### src/rtl/prog_loader.sv
// prog_loader
//   Packs a UART byte stream little-endian into DATA_W-bit words and writes
//   each completed word to the ICCM adapter. The core is held in reset while a
//   load is in progress. A clean end-of-program marker releases the core reset.
//   Running past DEPTH words traps in an error state.
//
//   Optional feature macro: PROG_LOADER_CHKSUM_EN
//     When it is defined, one check byte follows the marker. The check byte
//     plus the 8-bit sum of all written bytes must equal 0, otherwise the
//     load ends in the error state.
//
//   Handshake: rx_dv_i is a one-cycle strobe with no backpressure. A byte is
//   taken in every RECV cycle where rx_dv_i=1 and prog_i=1. This includes the
//   cycle in which we_o pulses. we_o is a one-cycle write pulse, and
//   addr_o/wdata_o/wmask_o are valid while it is high.
//
//   Ports
//     clk_i, rst_i       clock, asynchronous active-high reset
//     prog_i             programming enable (level); 0 aborts a load
//     rx_dv_i, rx_byte_i received byte strobe and data
//     we_o, addr_o, wdata_o, wmask_o   ICCM write port
//     prog_rst_no        core reset, active low
//     done_o, err_o      load finished cleanly / load failed
//     word_cnt_o         words written in the current load
module prog_loader #(
  parameter int DATA_W = 32,
  parameter int ADDR_W = 12,
  parameter int DEPTH  = 2048,
  parameter logic [DATA_W-1:0] END_WORD = DATA_W'('h0000_0FFF)
) (
  input  logic                clk_i,
  input  logic                rst_i,
  input  logic                prog_i,
  input  logic                rx_dv_i,
  input  logic [7:0]          rx_byte_i,
  output logic                we_o,
  output logic [ADDR_W-1:0]   addr_o,
  output logic [DATA_W-1:0]   wdata_o,
  output logic [DATA_W/8-1:0] wmask_o,
  output logic                prog_rst_no,
  output logic                done_o,
  output logic                err_o,
  output logic [ADDR_W:0]     word_cnt_o
);

  localparam int NB    = DATA_W / 8;
  localparam int IDX_W = (NB > 1) ? $clog2(NB) : 1;
  localparam logic [IDX_W-1:0] LAST_IDX = IDX_W'(NB - 1);
  localparam logic [ADDR_W:0]  DEPTH_C  = (ADDR_W + 1)'(DEPTH);

`ifdef PROG_LOADER_CHKSUM_EN
  typedef enum logic [2:0] {S_IDLE, S_RECV, S_CHK, S_DONE, S_ERR} state_t;
`else
  typedef enum logic [2:0] {S_IDLE, S_RECV, S_DONE, S_ERR} state_t;
`endif

  state_t              state_q, state_d;
  logic [IDX_W-1:0]    idx_q;
  logic [DATA_W-1:0]   asm_q;
  // cnt_q counts accepted writes immediately. word_cnt_q lags it by one
  // cycle, so that addr_o still holds the write address while we_o is high.
  logic [ADDR_W:0]     cnt_q;
  logic [ADDR_W:0]     word_cnt_q;
  logic                we_q;
  logic [DATA_W-1:0]   wdata_q;
  logic [NB-1:0]       wmask_q;
  logic                rst_n_q;
  logic                done_q;
  logic                err_q;

  logic [DATA_W-1:0]   full_word;
  logic                start;
  logic                byte_in;
  logic                word_done;
  logic                is_end;
  logic                full;
  logic                do_write;

`ifdef PROG_LOADER_CHKSUM_EN
  logic [7:0] sum_q;

  function automatic logic [7:0] byte_sum(input logic [DATA_W-1:0] w);
    logic [7:0] s;
    s = 8'h00;
    for (int k = 0; k < NB; k++) s = s + w[8*k +: 8];
    return s;
  endfunction
`endif

  // The incoming byte is merged in front of the register so that the last
  // byte of a word can be judged in the cycle it arrives.
  always_comb begin
    full_word = asm_q;
    full_word[{idx_q, 3'b000} +: 8] = rx_byte_i;
  end

  assign start     = (state_q == S_IDLE) && prog_i;
  assign byte_in   = (state_q == S_RECV) && prog_i && rx_dv_i;
  assign word_done = byte_in && (idx_q == LAST_IDX);
  assign is_end    = (full_word == END_WORD);
  assign full      = (cnt_q == DEPTH_C);
  assign do_write  = word_done && !is_end && !full;

  always_comb begin
    state_d = state_q;
    case (state_q)
      S_IDLE: if (prog_i) state_d = S_RECV;
      S_RECV: begin
        if (!prog_i) begin
          state_d = S_IDLE;
        end else if (word_done) begin
          if (is_end) begin
`ifdef PROG_LOADER_CHKSUM_EN
            state_d = S_CHK;
`else
            state_d = S_DONE;
`endif
          end else if (full) begin
            state_d = S_ERR;
          end
        end
      end
`ifdef PROG_LOADER_CHKSUM_EN
      S_CHK: begin
        if (!prog_i) state_d = S_IDLE;
        else if (rx_dv_i) state_d = (8'(sum_q + rx_byte_i) == 8'h00) ? S_DONE : S_ERR;
      end
`endif
      S_DONE: if (!prog_i) state_d = S_IDLE;
      S_ERR:  if (!prog_i) state_d = S_IDLE;
      default: state_d = S_IDLE;
    endcase
  end

  always_ff @(posedge clk_i or posedge rst_i) begin
    if (rst_i) state_q <= S_IDLE;
    else       state_q <= state_d;
  end

  always_ff @(posedge clk_i or posedge rst_i) begin
    if (rst_i) begin
      idx_q      <= '0;
      asm_q      <= '0;
      cnt_q      <= '0;
      word_cnt_q <= '0;
      we_q       <= 1'b0;
      wdata_q    <= '0;
      wmask_q    <= '0;
      rst_n_q    <= 1'b1;
      done_q     <= 1'b0;
      err_q      <= 1'b0;
`ifdef PROG_LOADER_CHKSUM_EN
      sum_q      <= 8'h00;
`endif
    end else begin
      if (start) begin
        idx_q <= '0;
        cnt_q <= '0;
`ifdef PROG_LOADER_CHKSUM_EN
        sum_q <= 8'h00;
`endif
      end else begin
        if (byte_in) begin
          asm_q[{idx_q, 3'b000} +: 8] <= rx_byte_i;
          idx_q <= word_done ? '0 : idx_q + 1'b1;
        end
        if (do_write) begin
          cnt_q <= cnt_q + 1'b1;
`ifdef PROG_LOADER_CHKSUM_EN
          sum_q <= sum_q + byte_sum(full_word);
`endif
        end
      end
      word_cnt_q <= start ? '0 : cnt_q;
      we_q       <= do_write;
      wmask_q    <= do_write ? '1 : '0;
      if (do_write) wdata_q <= full_word;
      // The core is released only in IDLE and DONE.
      rst_n_q    <= (state_d == S_IDLE) || (state_d == S_DONE);
      done_q     <= (state_d == S_DONE);
      err_q      <= (state_d == S_ERR);
    end
  end

  assign we_o        = we_q;
  assign addr_o      = word_cnt_q[ADDR_W-1:0];
  assign wdata_o     = wdata_q;
  assign wmask_o     = wmask_q;
  assign prog_rst_no = rst_n_q;
  assign done_o      = done_q;
  assign err_o       = err_q;
  assign word_cnt_o  = word_cnt_q;

endmodule
### config.mk
export PLATFORM = sky130hd
export DESIGN_NAME = prog_loader
export DESIGN_NICKNAME = d
export VERILOG_FILES = /design/src/rtl/prog_loader.sv
export SDC_FILE = /design/constraint.sdc
export NUM_CORES = 1
export LEC_CHECK = 0
export CAP_MARGIN = 20
export CELL_PAD_IN_SITES_DETAIL_PLACEMENT = 0
export CELL_PAD_IN_SITES_GLOBAL_PLACEMENT = 1
export CORE_ASPECT_RATIO = 1.4
export CORE_MARGIN = 2
export CORE_UTILIZATION = 42
export DETAILED_ROUTE_END_ITERATION = 7
export HOLD_SLACK_MARGIN = 0.06
export PLACE_DENSITY_LB_ADDON = 0.1
export SYNTH_ARGS = -nofsm -noshare
export SYNTH_HDL_FRONTEND = slang
export SYNTH_SLANG_ARGS = --single-unit
### constraint.sdc
create_clock -name clk_i -period 3.4 [get_ports clk_i]
set_input_delay 0.51 -clock clk_i [delete_from_list [all_inputs] [get_ports clk_i]]
set_output_delay 0.51 -clock clk_i [all_outputs]
set_load 0.1 [all_outputs]
==> results.sh <==
export IMPL_min_to="asm_q[6]$_DFFE_PP0P_"
export IMPL_ys_seq_elements=99
export IMPL_worst_r2r_setup_slack_ps=370
export IMPL_syn_area_per_cell_um2=10.87
export IMPL_power_density_nw_per_um2=394.6
export IMPL_yosys_warnings=0
export IMPL_cp_data_arrival_time_ps=3280
export IMPL_grt_pass1_wl_mm=19.16
export IMPL_wire_per_inst_um=17.94
export IMPL_irDropWorstVdd_mv=0.2480
export IMPL_worstHoldPathType="reg2reg"
export IMPL_whs_ps=495.8
export IMPL_status="complete, no violations"
export IMPL_cp_slowest_cell="dfrtp_1"
export IMPL_place_area_um2=5737
export IMPL_synth_cells=446
export IMPL_drt_iter0_drc=254
export IMPL_tightest_slew_ps=987.2
export IMPL_utilization=0.5321
export IMPL_worstHoldPathCells=1
export IMPL_cts_sinks=99
export IMPL_dieArea_um2=12430
export IMPL_ctsResizeCount=0
export IMPL_final_common_cell="dfrtp_1"
export IMPL_initial_core_util=0.4297
export IMPL_timing_rr_start="idx_q[0]$_DFFE_PP0P_"
export IMPL_final_max_slew_viol_count=0
export IMPL_total_leakage_power_nw=2.722
export IMPL_drc=0
export IMPL_cts_path_max_buffers=2
export IMPL_grt_ovfl_total=0
export IMPL_avgViaCountPerCell=5.526
export IMPL_rows=46
export IMPL_die_h_um=131.1
export IMPL_dr_pass1_iters=5
export IMPL_yosysTopAreaCellShare=0.5059
export IMPL_synth_top_cell_by_area="dfrtp_1"
export IMPL_synth_area_um2=4847
export IMPL_fmax_ghz=0.3303
export IMPL_syn2layout_area_growth_pct=23.83
export IMPL_num_antenna_cells=0
export IMPL_stdcell_count=666
export IMPL_synth_area_leaders="dfrtp_1 51%, a22o_1 6.9%, mux2i_1 3.9%, mux2_4 3.4%, buf_4 2.9%"
export IMPL_gp_congestion=0.9229
export IMPL_cpMostUsedCell="buf_4"
export IMPL_chipWidth_um=94.80
export IMPL_reg2reg_to="wdata_o[28]$_DFFE_PP0P_"
export IMPL_setup_tns_ps=0
export IMPL_ys_flop_type="dfrtp_1"
export IMPL_path_clk_slew_ps=60
export IMPL_ys_types=51
export IMPL_yosysSeqAreaShare=0.5114
export IMPL_coreArea_um2=11280
export IMPL_grt_max_degree=53
export IMPL_cts_tree="built"
export IMPL_final_area_um2=6002
export IMPL_final_nets=536
export IMPL_root_buffer="clkbuf_16"
export IMPL_cts_setup_buffers=0
export IMPL_most_common_layout_cells="98 x dfrtp_1, 75 x clkdlybuf4s50_1, 38 x a22o_1"
export IMPL_nFillCells=1039
export IMPL_routed_wl_mm=11.95
export IMPL_critPathRequiredTime_ps=3660
export IMPL_fin_skew_ps=11.60
export IMPL_hp_start="asm_q[6]$_DFFE_PP0P_"
export IMPL_dp_final_hpwl_mm=8.754
export IMPL_grt_pass1_vias=3604
export IMPL_crit_type="reg2reg"
export IMPL_async_flop_share=1.000
export IMPL_end_kind="flop"
export IMPL_max_stage_delay_ps=530
export IMPL_holdBufCountCts=0
export IMPL_ios=77
export IMPL_via_count=3680
export IMPL_ant_nets=0
export IMPL_crit_path_cell_trace="inv_1, ha_1, nor3b_4, and2_1, a21oi_1, nand4_1, nor2_2, nor3_4, buf_4, buf_4, mux2i_1"
export IMPL_clk_latency_ps=340
export IMPL_slew_headroom=0.3398
export IMPL_numCtsBuffers=9
export IMPL_port_buffers=76
export IMPL_multi_input_area_um2=1994
export IMPL_finalSetupViolCount=0
export IMPL_rsz0062_at_grt="false"
export IMPL_track_usage=0.2000
export IMPL_cp_start_kind="flop"
export IMPL_post_route_min_period_ps=3027
export IMPL_hold_viol_final=0
export IMPL_drive_above_1_share=0.1284
export IMPL_regArea_um2=2479
export IMPL_antenna_found_initial=0
export IMPL_numPlacedInstances=650
export IMPL_cp_max_fo=14
export IMPL_period_share=0.8904
export IMPL_reg2regPathDepth=11
export IMPL_maxCapViolations=0
export IMPL_htree_levels=3
export IMPL_synth_nets=465
export IMPL_synth_edf_count=0
-- power by group --
group          leakage (nW)  switching, W  internal (W)
clock network         0.123      0.000440      0.000498
registers              1.28     0.0000199       0.00120
logic                  1.32      0.000131     0.0000763
total                  2.72      0.000591       0.00178
-- layer usage --
layer,vias to the layer above,track usage,part of all wire
met2,104,0.3341,0.53
li1,1717,-,-
met1,1834,0.2565,0.40
met5,-,0,0
met4,0,0.07971,0.029
met3,25,0.03096,0.039
-- critical path, delay by kind of cell, from the launching register on --
kind / cells / cell delay [ps]
adder cells (fa/ha/maj): 1 / 330
AO/OA/AOI/OAI: 1 / 140
multiplexers: 1 / 230
flip-flops: 1 / 530
buffers and inverters: 3 / 640
AND/OR/NAND/NOR: 5 / 1060
-- worst max-delay path by stage --
stage                    startpoint                 endpoint  slack (ps)  cells past startpoint
6_report       idx_q[0]$_DFFE_PP0P_  wdata_o[28]$_DFFE_PP0P_         370                     11
5_1_grt        idx_q[0]$_DFFE_PP0P_  wdata_o[28]$_DFFE_PP0P_         100                     11
4_1_cts        idx_q[0]$_DFFE_PP0P_  wdata_o[28]$_DFFE_PP0P_         370                     11
3_5_place_dp           rx_byte_i[3]  wdata_o[28]$_DFFE_PP0P_         230                     10
3_3_place_gp           rx_byte_i[3]  wdata_o[18]$_DFFE_PP0P_         290                     10
2_1_floorplan                 rst_i     asm_q[0]$_DFFE_PP0P_         300                      1
-- final cells by class --
| class | instances | share of cell area |
|---|---|---|
| Multi-Input combinational cell | 271 | 0.3323 |
| Inverter | 34 | 0.02168 |
| Timing Repair Buffer | 102 | 0.1588 |
| Sequential cell | 99 | 0.4130 |
| Tap cell | 144 | 0.03002 |
| Clock inverter | 4 | 0.004795 |
| Clock buffer | 12 | 0.03940 |
-- Yosys cell counts, drive strengths merged, types with 3 or more instances --
master  instances
dfrtp          98
or4             7
o31ai           4
nor3            6
mux2           19
ha              7
a32oi           3
nand4           5
mux2i          19
o22ai           4
buf            22
a22o           38
and3            7
nor2b          16
inv            33
and2           14
a21oi          22
nand3b          3
nor2           15
nor4            9
clkbuf         20
nand2b          4
nand3          10
o21ai           6
nand2          25
a22oi           6
-- state kept, by name, indices dropped and copies added, names as in the netlist --
register	cells
cnt_q	13
state_q	3
wdata_o	32
done_o	1
word_cnt_o	13
asm_q	32
err_o	1
idx_q	2
wmask_o	1
prog_rst_no	1
-- stage by stage --
step | power (W) | setup WS [ps]
detailed placement | 0.001455 | 231.6
floorplan | 0.001377 | 301.2
finish | 0.002368 | 372.6
global placement | 0.001453 | 290.9
CTS | 0.002397 | 369.7
global route | 0.002463 | 101.0
-- cells by family after synthesis --
| group | share of synthesized area |
|---|---|
| simple gates | 0.1585 |
| flops | 0.5114 |
| compound gates | 0.1404 |
| buf+inv | 0.07718 |
| mux | 0.09190 |
| fa+ha+maj | 0.01807 |
| other cells | 0.0007737 |
| xor+xnor | 0.001807 |
Note: power is estimated with default switching activity, not from simulation.
